<file path="config.mk">
export PLATFORM = sky130hd
export DESIGN_NAME = rv32i_decode_queue
export DESIGN_NICKNAME = d
export VERILOG_FILES = /design/src/rtl/rv32i_types.sv /design/src/rtl/rv32i_decoder.sv /design/src/rtl/rv32i_decode_queue.sv
export SDC_FILE = /design/constraint.sdc
export NUM_CORES = 1
export LEC_CHECK = 0
export BUFFER_PORTS_ARGS = -buffer_cell sky130_fd_sc_hd__buf_2
export CORE_AREA = 3 3 194 196
export DETAILED_ROUTE_END_ITERATION = 10
export DIE_AREA = 0 0 197 199
export PLACE_DENSITY = 0.65
export SETUP_SLACK_MARGIN = 0.1
export SYNTH_ARGS = -nofsm -noshare
export SYNTH_HDL_FRONTEND = slang
export SYNTH_HIERARCHICAL = 1
export SYNTH_SLANG_ARGS = --single-unit
</file>
<file path="constraint.sdc">
create_clock -name clk -period 3.8 [get_ports clk]
set_clock_uncertainty 0.05 [all_clocks]
set_input_delay 0.38 -clock clk [delete_from_list [all_inputs] [get_ports clk]]
set_output_delay 0.38 -clock clk [all_outputs]
set_load 0.01 [all_outputs]
</file>
<file path="src/rtl/rv32i_types.sv">
// Shared RV32I decode types: raw instruction views, immediate formats and the
// decoded packet that travels through the decode queue.
package rv32i_types;

   localparam logic [6:0] OP_LOAD   = 7'b0000011;
   localparam logic [6:0] OP_STORE  = 7'b0100011;
   localparam logic [6:0] OP_BRANCH = 7'b1100011;
   localparam logic [6:0] OP_JALR   = 7'b1100111;
   localparam logic [6:0] OP_JAL    = 7'b1101111;
   localparam logic [6:0] OP_IMM    = 7'b0010011;
   localparam logic [6:0] OP_REG    = 7'b0110011;
   localparam logic [6:0] OP_LUI    = 7'b0110111;
   localparam logic [6:0] OP_AUIPC  = 7'b0010111;

   localparam logic [6:0] F7_BASE    = 7'b0000000;
   localparam logic [6:0] F7_VARIANT = 7'b0100000;

   localparam logic [2:0] F3_ADD = 3'b000;
   localparam logic [2:0] F3_SLL = 3'b001;
   localparam logic [2:0] F3_SR  = 3'b101;

   typedef enum logic [2:0] {
      fmt_r,
      fmt_i,
      fmt_s,
      fmt_b,
      fmt_u,
      fmt_j
   } imm_fmt_t;

   typedef struct packed {
      logic [6:0] funct7;
      logic [4:0] rs2;
      logic [4:0] rs1;
      logic [2:0] funct3;
      logic [4:0] rd;
      logic [6:0] opcode;
   } r_type_t;

   typedef struct packed {
      logic [11:0] imm11_0;
      logic [4:0]  rs1;
      logic [2:0]  funct3;
      logic [4:0]  rd;
      logic [6:0]  opcode;
   } i_type_t;

   typedef struct packed {
      logic [6:0] imm11_5;
      logic [4:0] rs2;
      logic [4:0] rs1;
      logic [2:0] funct3;
      logic [4:0] imm4_0;
      logic [6:0] opcode;
   } s_type_t;

   // Branch immediate bits are scattered: bit 12 at the top, bit 11 at instr[7]
   typedef struct packed {
      logic       imm12;
      logic [5:0] imm10_5;
      logic [4:0] rs2;
      logic [4:0] rs1;
      logic [2:0] funct3;
      logic [3:0] imm4_1;
      logic       imm11;
      logic [6:0] opcode;
   } b_type_t;

   typedef struct packed {
      logic [19:0] imm31_12;
      logic [4:0]  rd;
      logic [6:0]  opcode;
   } u_type_t;

   typedef struct packed {
      logic       imm20;
      logic [9:0] imm10_1;
      logic       imm11;
      logic [7:0] imm19_12;
      logic [4:0] rd;
      logic [6:0] opcode;
   } j_type_t;

   typedef union packed {
      logic [31:0] raw;
      r_type_t     r;
      i_type_t     i;
      s_type_t     s;
      b_type_t     b;
      u_type_t     u;
      j_type_t     j;
   } instr_t;

   typedef struct packed {
      logic [6:0]  opcode;
      logic [2:0]  funct3;
      logic [6:0]  funct7;
      logic [4:0]  rd;
      logic [4:0]  rs1;
      logic [4:0]  rs2;
      logic [31:0] imm;
      logic        illegal;
      logic [31:0] pc;
   } decode_pkt_t;

endpackage

</file>
<file path="src/rtl/rv32i_decoder.sv">
// Purely combinational RV32I field extraction, immediate assembly and
// legality check; the PC is attached by the queue, so pc is left zero here.
module rv32i_decoder
   import rv32i_types::*;
(
   input  instr_t      instr,
   output decode_pkt_t pkt
);

   imm_fmt_t    fmt;
   logic        illegal;
   logic [31:0] imm;
   logic [2:0]  f3;
   logic [6:0]  f7;

   assign f3 = instr.r.funct3;
   assign f7 = instr.r.funct7;

   always_comb begin
      fmt     = fmt_r;
      illegal = 1'b0;
      case (instr.r.opcode)
         OP_LOAD: begin
            fmt     = fmt_i;
            illegal = (f3 == 3'b011) || (f3 == 3'b110) || (f3 == 3'b111);
         end
         OP_STORE: begin
            fmt     = fmt_s;
            illegal = (f3 > 3'b010);
         end
         OP_BRANCH: begin
            fmt     = fmt_b;
            illegal = (f3 == 3'b010) || (f3 == 3'b011);
         end
         OP_JALR: begin
            fmt     = fmt_i;
            illegal = (f3 != 3'b000);
         end
         OP_JAL:   fmt = fmt_j;
         OP_LUI:   fmt = fmt_u;
         OP_AUIPC: fmt = fmt_u;
         // Shift-immediates reuse funct7 as an encoding qualifier
         OP_IMM: begin
            fmt = fmt_i;
            if (f3 == F3_SLL) begin
               illegal = (f7 != F7_BASE);
            end else if (f3 == F3_SR) begin
               illegal = (f7 != F7_BASE) && (f7 != F7_VARIANT);
            end
         end
         OP_REG: begin
            fmt = fmt_r;
            if (f7 == F7_VARIANT) begin
               illegal = (f3 != F3_ADD) && (f3 != F3_SR);
            end else begin
               illegal = (f7 != F7_BASE);
            end
         end
         default: illegal = 1'b1;
      endcase
   end

   always_comb begin
      imm = '0;
      case (fmt)
         fmt_i: imm = {{20{instr.i.imm11_0[11]}}, instr.i.imm11_0};
         fmt_s: imm = {{20{instr.s.imm11_5[6]}}, instr.s.imm11_5, instr.s.imm4_0};
         fmt_b: imm = {{20{instr.b.imm12}}, instr.b.imm11, instr.b.imm10_5,
                       instr.b.imm4_1, 1'b0};
         fmt_u: imm = {instr.u.imm31_12, 12'b0};
         fmt_j: imm = {{12{instr.j.imm20}}, instr.j.imm19_12, instr.j.imm11,
                       instr.j.imm10_1, 1'b0};
         default: imm = '0;
      endcase
      if (illegal) begin
         imm = '0;
      end
   end

   always_comb begin
      pkt         = '0;
      pkt.opcode  = instr.r.opcode;
      pkt.funct3  = f3;
      pkt.funct7  = f7;
      pkt.rd      = instr.r.rd;
      pkt.rs1     = instr.r.rs1;
      pkt.rs2     = instr.r.rs2;
      pkt.imm     = imm;
      pkt.illegal = illegal;
   end

endmodule

</file>
<file path="src/rtl/rv32i_decode_queue.sv">
// Decode-then-queue stage: instructions are decoded as they arrive and the
// resulting packets are held in a small circular FIFO until consumed.
module rv32i_decode_queue
   import rv32i_types::*;
#(
   parameter int DEPTH    = 4,
   parameter int PC_WIDTH = 32
) (
   input  logic                clk,
   input  logic                rst,
   input  logic                in_valid,
   output logic                in_ready,
   input  logic [31:0]         in_instr,
   input  logic [PC_WIDTH-1:0] in_pc,
   input  logic                flush,
   output logic                out_valid,
   input  logic                out_ready,
   output decode_pkt_t         out_pkt
);

   localparam int            AW        = $clog2(DEPTH);
   localparam logic [AW:0]   DEPTH_CNT = (AW + 1)'(DEPTH);
   localparam logic [AW-1:0] PTR_ONE   = AW'(1);
   localparam logic [AW:0]   CNT_ONE   = (AW + 1)'(1);

   decode_pkt_t   mem [DEPTH];
   decode_pkt_t   dec_pkt;
   decode_pkt_t   new_entry;
   instr_t        instr_view;
   logic [AW-1:0] wr_ptr;
   logic [AW-1:0] rd_ptr;
   logic [AW:0]   count;
   logic          push;
   logic          pop;

   assign instr_view = instr_t'(in_instr);

   rv32i_decoder u_decoder (
      .instr (instr_view),
      .pkt   (dec_pkt)
   );

   // in_ready looks only at occupancy, so a full queue never passes through
   assign in_ready  = !rst && (count < DEPTH_CNT);
   assign out_valid = (count != '0);
   assign out_pkt   = out_valid ? mem[rd_ptr] : '0;

   assign push = in_valid && in_ready && !flush;
   assign pop  = out_valid && out_ready && !flush;

   always_comb begin
      new_entry    = dec_pkt;
      new_entry.pc = 32'(in_pc);
   end

   // Storage is not reset; occupancy alone decides what is visible
   always_ff @(posedge clk) begin
      if (push) begin
         mem[wr_ptr] <= new_entry;
      end
   end

   always_ff @(posedge clk) begin
      if (rst || flush) begin
         wr_ptr <= '0;
         rd_ptr <= '0;
         count  <= '0;
      end else begin
         if (push) begin
            wr_ptr <= wr_ptr + PTR_ONE;
         end
         if (pop) begin
            rd_ptr <= rd_ptr + PTR_ONE;
         end
         case ({push, pop})
            2'b10:   count <= count + CNT_ONE;
            2'b01:   count <= count - CNT_ONE;
            default: count <= count;
         endcase
      end
   end

endmodule

</file>
==> results.sh, run 1 <==
export IMPL_clkPwrFrac_pct=42.0
export IMPL_min_path_cells=1
export IMPL_critPathCapture="out_pkt[61]"
export IMPL_setup_viol=0
export IMPL_syn_area_um2=16600
export IMPL_portBuffers=167
export IMPL_grt_pass1_vias=8782
export IMPL_critPathMaxFanout=38
export IMPL_via_per_inst=5.58
export IMPL_cp_start_kind="flip-flop"
export IMPL_rr_worst_depth=3
export IMPL_path_class="flip-flop to output pin"
export IMPL_internal_power_w=0.00714
export IMPL_n_antenna_cell=0
export IMPL_fin_tns_setup_ns=0
export IMPL_clock_fmax_mhz=332
export IMPL_period_share_pct=79.4
export IMPL_hpwl_um=21200
export IMPL_cts_htree_levels=2
export IMPL_drc=0
export IMPL_swShare_pct=20.2
export IMPL_start_util_pct=45.7
export IMPL_drtPass1Iterations=4
export IMPL_crit_arrival_ns=2.59
export IMPL_cts_tree="done"
export IMPL_wl_per_cell_um=23.7
export IMPL_drt_total_wl_um=35800
export IMPL_r2r_slack_ns=1.35
export IMPL_clkSinkCount=397
export IMPL_die_w_um=197
export IMPL_power_leakage_nw=6.19
export IMPL_required_ns=3.37
export IMPL_irDropWorstVdd_mv=0.345
export IMPL_rsz0062_at_grt="no"
export IMPL_globalplace_congestion=0.768
export IMPL_cts_path_max_buffers=3
export IMPL_grt_use_total_pct=18.4
export IMPL_fin_crit_ns=3.02
export IMPL_overflow=0
export IMPL_total_power_w=0.00895
export IMPL_maxSlewViolCount=0
export IMPL_powerDensity_nw_per_um2=468
export IMPL_row_count=70
export IMPL_antenna_found_initial=1
export IMPL_syn_area_per_cell_um2=19.5
export IMPL_switching_power_w=0.00181
export IMPL_maxCapViolCount=0
export IMPL_reg2reg_to="mem[0][4]"
export IMPL_ys_warn_count=6
export IMPL_core_area_um2=36300
export IMPL_comb_power_share_pct=3.9
export IMPL_grt_max_degree=99
export IMPL_die_area_um2=39200
export IMPL_cts_root_buf="clkbuf_16"
export IMPL_clkTransAtPathRegs_ns=0.06
export IMPL_r2r_start="count[2]"
export IMPL_grt_pass1_wl_um=53900
export IMPL_slew_headroom_pct=25.4
export IMPL_area_growth_pct=15.5
export IMPL_setup_worst_path_end_class="output pin"
export IMPL_numCtsBuffers=42
export IMPL_cts_setup_buffers=0
export IMPL_ant_nets=0
export IMPL_clk_latency_ns=0.53
export IMPL_status="complete, no violations"
export IMPL_pwr_share_seq_pct=54.1
export IMPL_nets=1086
export IMPL_worst_pin_slew_ns=1.12
export IMPL_hold_viol=0
export IMPL_netlist_instances=848
export IMPL_num_vias=8419
export IMPL_drtIter0Drc=591
export IMPL_synth_nets=923
export IMPL_hold_path_class="primary input to flip-flop"
export IMPL_ios=168
export IMPL_drive_gt1_share_pct=36.3
export IMPL_die_y_um=199
-- worst max-delay path: stages, from the launching register on --
cell	delay (ns)
dfxtp_4	0.70
buf_12	0.39
mux4_2	0.56
and2_1	0.22
buf_2	0.16
-- how the worst min path moves through the flow --
stage | startpoint | to
floorplan | in_pc[0] | mem[0][0]
global placement | rd_ptr[1] | flip-flop
detailed placement | rd_ptr[0] | rd_ptr[0]
CTS | in_pc[3] | mem[3][3]
global route | in_pc[7] | mem[0][7]
finish | in_pc[7] | mem[0][7]
-- layout by cell type (no fill, tap or decap), types with 7 or more instances in the layout --
cell           instances
edfxtp_1             388
mux4_2                97
inv_1                 13
dlygate4sd3_1         23
buf_2                167
nor2_1                16
clkinv_1              11
buf_4                  8
nand2_1               18
and2_1                99
clkbuf_1               9
a2111oi_2             14
dfxtp_1                7
buf_12                 8
a21oi_1               10
nor4_1                14
clkbuf_16             42
-- routing by layer --
layer / up-vias / global-route usage, % / part of all wire [%]
met1: 4346 / 26.7 / 45
met4: 2 / 4.46 / 1.8
met2: 312 / 29.4 / 48
met5: - / 0 / 0.025
met3: 58 / 3.20 / 5.9
li1: 3701 / - / -
-- registers in the layout, indices dropped and copies added (netlist names), named ones only --
signal	cells
rd_ptr	2
count	3
mem	388
wr_ptr	2
-- stage by stage --
step                      cell area (µm²)  setup slack (ns)  hold slack [ns]  std cells  util [%]
after floorplan                     16600             0.247            0.429        848         -
final                               19100             0.783           0.0295       1509      52.8
after global placement              17600             0.966            0.464       1412      48.7
after detailed placement            17600             0.830            0.462       1412      48.7
after global routing                19100             0.590          0.00210       1509      52.8
after CTS                           19100             0.679         0.000945       1509      52.8
-- power by group through the flow --
| stage | combinational (W) | sequential [W] | clock (W) |
|---|---|---|---|
| after CTS | 0.000355 | 0.00485 | 0.00385 |
| after detailed placement | 0.000334 | 0.00494 | 0 |
| after global routing | 0.000380 | 0.00485 | 0.00404 |
| after global placement | 0.000330 | 0.00494 | 0 |
| final | 0.000349 | 0.00485 | 0.00376 |
| after floorplan | 0.000206 | 0.00494 | 0 |
-- timing repair --
action,in CTS,in global routing
hold endpoints to repair,82,0
endpoints found under the setup margin,0,0
hold buffers,23,0
gates resized for setup,0,0
-- cell type report --
| type | instances | area, µm² |
|---|---|---|
| Timing Repair Buffer | 206 | 1290 |
| Multi-Input combinational cell | 351 | 4110 |
| Fill cell | 2924 | 17100 |
| Clock inverter | 23 | 179 |
| Clock buffer | 51 | 1080 |
| Inverter | 13 | 48.8 |
| Tap cell | 468 | 586 |
| Sequential cell | 397 | 11800 |
(Power assumes the default switching activity.)
==> inputs of run 2 (changes only) <==
==> constraint.sdc (replaced) <==
create_clock -name clk -period 3 [get_ports clk]
set_clock_uncertainty 0.05 [all_clocks]
set_input_delay 0.3 -clock clk [delete_from_list [all_inputs] [get_ports clk]]
set_output_delay 0.3 -clock clk [all_outputs]
set_load 0.01 [all_outputs]
==> results.sh, run 2 (same netlist as run 1, synthesis figures left out) <==
export IMPL_worst_hold_slack_ns=0.0286
export IMPL_power_leakage_nw=6.42
export IMPL_cts_tree="done"
export IMPL_nets=1118
export IMPL_setup_viol=0
export IMPL_fin_tns_setup_ns=0
export IMPL_cts_root_buf="clkbuf_16"
export IMPL_fin_crit_ns=2.62
export IMPL_cp_cell_sequence="or3_4 -> buf_4 -> and2_1 -> buf_2"
export IMPL_postCtsHoldBufs=41
export IMPL_rsz0062_at_grt="no"
export IMPL_required_ns=2.65
export IMPL_clkTransAtPathRegs_ns=0.06
export IMPL_slew_headroom_pct=51.8
export IMPL_maxSlewViolCount=0
export IMPL_largest_reg_flops=388
export IMPL_globalplace_congestion=0.762
export IMPL_cp_start_kind="flip-flop"
export IMPL_hpwl_um=22400
export IMPL_irDropWorstVdd_mv=0.424
export IMPL_powerDensity_nw_per_um2=597
export IMPL_numCtsBuffers=42
export IMPL_cts_setup_buffers=0
export IMPL_crit_arrival_ns=2.27
export IMPL_row_count=70
export IMPL_grt_use_total_pct=18.4
export IMPL_cp_slowest_stage_delay_ns=0.53
export IMPL_grt_pass1_wl_um=54600
export IMPL_path_class="flip-flop to output pin"
export IMPL_clock_fmax_mhz=382
export IMPL_wl_per_cell_um=23.3
export IMPL_ios=168
export IMPL_cts_path_max_buffers=3
export IMPL_clk_latency_ns=0.52
export IMPL_die_w_um=197
export IMPL_cts_resized=0
export IMPL_area_growth_pct=18.7
export IMPL_hold_viol=0
export IMPL_drc=0
export IMPL_die_y_um=199
export IMPL_maxCapViolCount=0
export IMPL_clkSinkCount=397
export IMPL_slowest_stage="or3_4"
export IMPL_drtIter0Drc=625
export IMPL_status="complete, no violations"
export IMPL_die_area_um2=39200
export IMPL_period_share_pct=87.3
export IMPL_drtPass1Iterations=5
export IMPL_ant_nets=0
export IMPL_final_common_cell="edfxtp_1"
export IMPL_setup_worst_path_end_class="output pin"
export IMPL_rr_worst_depth=9
export IMPL_cts_htree_levels=2
export IMPL_start_util_pct=45.7
export IMPL_min_path_cells=1
export IMPL_grt_pass1_vias=8686
export IMPL_hold_path_class="primary input to flip-flop"
export IMPL_overflow=0
export IMPL_fill_cells=2846
export IMPL_top_regs="mem (388), count (3)"
export IMPL_core_area_um2=36300
export IMPL_grt_max_degree=49
export IMPL_critPathMaxFanout=48
export IMPL_via_per_inst=5.48
export IMPL_top_register="mem"
export IMPL_worst_pin_slew_ns=0.716
export IMPL_n_antenna_cell=0
export IMPL_num_vias=8456
export IMPL_portBuffers=167
export IMPL_drive_gt1_share_pct=37.2
export IMPL_layout_common_cells="edfxtp_1, buf_2, and2_1"
export IMPL_antenna_found_initial=0
export IMPL_drt_total_wl_um=36000
[run 2: cell types whose count changed in the layout (fill, tap and decap cells not counted), moves of 3 or more]
cell	delta
buf_12	+10
buf_4	+4
bufinv_16	+3
clkbuf_1	-5
clkinv_2	+3
dlygate4sd3_1	+18
[run 2: area by class of cell]
type                            instances  area (µm²)  area share [%]
Inverter                               13        48.8           0.248
Tap cell                              468         586            2.98
Clock inverter                         29         297            1.51
Multi-Input combinational cell        351        4110            20.9
Sequential cell                       397       11800            60.2
Timing Repair Buffer                  238        1700            8.63
Clock buffer                           47        1090            5.55
[run 2: power by group]
| group | total, W | leakage [nW] | internal [W] | switching (W) |
|---|---|---|---|---|
| clock | 0.00514 | 0.669 | 0.00306 | 0.00208 |
| sequential | 0.00614 | 3.49 | 0.00612 | 0.0000140 |
| combinational | 0.000471 | 2.27 | 0.000197 | 0.000274 |
[run 2: path summary, 6_finish.rpt]
check	startpoint	to	slack (ns)
max	count[0]	out_pkt[79]	0.38
min	in_instr[11]	mem[2][79]	0.03
max reg2reg	count[2]	count[2]	0.84
min reg2reg	rd_ptr[0]	rd_ptr[0]	0.48
[run 2: layer usage]
layer / routed length, µm / track usage [%]
met1: 16200 / 26.8
met2: 17300 / 29.6
met3: 1910 / 3.22
met4: 568 / 3.67
met5: 0 / 0
[run 2: critical path: cells and delay by family, from the launching register on]
family | cells | cell delay (ns)
buffers and inverters | 2 | 0.54
DFF | 1 | 0.41
and+or+nand+nor | 2 | 0.75
[run 2: metrics by stage]
step	instances	power, W	area, µm²	worst slack, ns	util, %
floorplan	848	0.00651	16600	0.596	-
global placement	1426	0.00668	17900	0.523	49.3
detailed placement	1426	0.00669	17900	0.312	49.3
CTS	1543	0.0119	19700	0.302	54.2
global route	1543	0.0121	19700	0.202	54.2
finish	1543	0.0117	19700	0.380	54.2
==> inputs of run 3 (changes only) <==
--- a/config.mk
+++ b/config.mk
@@ -6,10 +6,12 @@
 export NUM_CORES = 1
 export LEC_CHECK = 0
 export BUFFER_PORTS_ARGS = -buffer_cell sky130_fd_sc_hd__buf_2
+export CELL_PAD_IN_SITES_DETAIL_PLACEMENT = 0
+export CELL_PAD_IN_SITES_GLOBAL_PLACEMENT = 1
 export CORE_AREA = 3 3 194 196
 export DETAILED_ROUTE_END_ITERATION = 10
 export DIE_AREA = 0 0 197 199
-export PLACE_DENSITY = 0.65
+export PLACE_DENSITY_LB_ADDON = 0.1
 export SETUP_SLACK_MARGIN = 0.1
 export SYNTH_ARGS = -nofsm -noshare
 export SYNTH_HDL_FRONTEND = slang
==> results.sh, run 3 (same netlist as run 1, synthesis figures left out) <==
export IMPL_drt_total_wl_um=36500
export IMPL_start_util_pct=45.7
export IMPL_cts_path_max_buffers=3
export IMPL_row_count=70
export IMPL_path_buf_inv=1
export IMPL_drtIter0Drc=450
export IMPL_drtPass1Iterations=8
export IMPL_fin_tns_setup_ns=0
export IMPL_slowest_stage="or3_2"
export IMPL_top_regs="mem (388), count (3)"
export IMPL_cts_tree="done"
export IMPL_top_register="mem"
export IMPL_drive_gt1_share_pct=36.6
export IMPL_hold_viol=0
export IMPL_period_share_pct=91.1
export IMPL_die_w_um=197
export IMPL_cp_cell_sequence="or3_2 -> and2_1 -> buf_2"
export IMPL_cts_setup_buffers=0
export IMPL_cp_top_family="simple AND/OR/NAND/NOR gates"
export IMPL_critPathMaxFanout=44
export IMPL_maxCapViolCount=0
export IMPL_antenna_found_initial=1
export IMPL_irDropWorstVdd_mv=0.434
export IMPL_clock_fmax_mhz=366
export IMPL_core_area_um2=36300
export IMPL_cp_start_kind="flip-flop"
export IMPL_final_common_cell="edfxtp_1"
export IMPL_portBuffers=167
export IMPL_nets=1122
export IMPL_crit_arrival_ns=2.38
export IMPL_grt_pass1_wl_um=54100
export IMPL_numCtsBuffers=43
export IMPL_grt_pass1_vias=8698
export IMPL_layout_common_cells="edfxtp_1, buf_2, and2_1"
export IMPL_worst_pin_slew_ns=0.907
export IMPL_ant_nets=0
export IMPL_clk_latency_ns=0.54
export IMPL_path_class="flip-flop to output pin"
export IMPL_cts_root_buf="clkbuf_16"
export IMPL_grt_max_degree=89
export IMPL_maxSlewViolCount=0
export IMPL_cts_resized=0
export IMPL_wl_per_cell_um=23.6
export IMPL_grt_use_total_pct=18.3
export IMPL_rsz0062_at_grt="no"
export IMPL_die_area_um2=39200
export IMPL_clkTransAtPathRegs_ns=0.06
export IMPL_powerDensity_nw_per_um2=590
export IMPL_num_vias=8484
export IMPL_hold_path_class="primary input to flip-flop"
export IMPL_largest_reg_flops=388
export IMPL_area_growth_pct=18.3
export IMPL_globalplace_congestion=0.712
export IMPL_setup_worst_path_end_class="output pin"
export IMPL_fin_crit_ns=2.73
export IMPL_required_ns=2.65
export IMPL_fin_area_um2=19600
export IMPL_overflow=0
export IMPL_clkSinkCount=397
export IMPL_cts_htree_levels=2
export IMPL_via_per_inst=5.48
export IMPL_hpwl_um=22500
export IMPL_ios=168
export IMPL_placed_cell_area_um2=17800
export IMPL_status="complete, no violations"
export IMPL_setup_viol=0
export IMPL_die_y_um=199
export IMPL_power_leakage_nw=6.41
export IMPL_drc=0
export IMPL_slew_headroom_pct=38.9
export IMPL_cp_slowest_stage_delay_ns=0.89
==> run 3: changes by cell type in the layout (fill, tap and decap cells not counted) <==
cell	change
buf_12	-5
bufinv_16	-3
clkbuf_1	+1
clkbuf_16	+2
clkbuf_8	+1
clkinv_1	+1
clkinv_2	+3
clkinv_8	-2
clkinvlp_4	-2
diode_2	+1
dlygate4sd3_1	+7
or3_2	+1
==> run 3: repair_timing <==
action | 4_1_cts | 5_1_grt
endpoints found under the hold margin | 189 | 0
hold buffers | 48 | 0
endpoints found under the setup margin | 0 | 11
==> run 3: path summary, 6_finish.rpt <==
kind	start	end	slack [ns]	cells after the start
worst max-delay path	count[2]	out_pkt[79]	0.27	3
worst max register to register	count[2]	count[2]	0.60	9
worst min register to register	rd_ptr[0]	flip-flop	0.48	2
worst min-delay path	in_instr[24]	mem[0][69]	0.04	1
==> run 3: layout make-up <==
cell class | instances | area, µm²
Antenna cell | 1 | 2.50
Sequential cell | 397 | 11800
Tap cell | 468 | 586
Clock buffer | 51 | 1160
Fill cell | 2915 | 16700
Inverter | 13 | 48.8
Timing Repair Buffer | 240 | 1670
Multi-Input combinational cell | 352 | 4120
Clock inverter | 26 | 178
==> run 3: layer usage <==
metal	GRT usage, %	share of wire (%)	up-vias
li1	-	-	3775
met1	25.5	43	4400
met2	30.7	50	262
met3	3.08	5.5	47
met4	4.62	2.1	0
met5	0	0	-
==> run 3: worst reg2reg max path, stage by stage (launching register included) <==
cell	delay (ns)
dfxtp_1	0.59
nor2b_1	0.24
and2_1	0.21
inv_1	0.05
ha_1	0.17
inv_1	0.06
fa_1	0.37
xor2_1	0.15
or3_1	0.30
a21oi_1	0.13
==> run 3: metrics by stage <==
stage	utilization (%)	hold WS (ns)	power, W	worst slack (ns)	instances
floorplan	-	0.349	0.00651	0.596	848
global placement	49.0	0.468	0.00668	0.539	1421
detailed placement	49.0	0.461	0.00668	0.401	1421
CTS	54.0	0.0186	0.0117	0.197	1546
global route	54.0	0.0348	0.0120	0.182	1547
finish	54.0	0.0398	0.0116	0.267	1548
==> run 3: power by group <==
group,internal (W),switching [W]
sequential,0.00612,0.0000141
combinational,0.000199,0.000272
clock,0.00292,0.00204
total,0.00924,0.00233
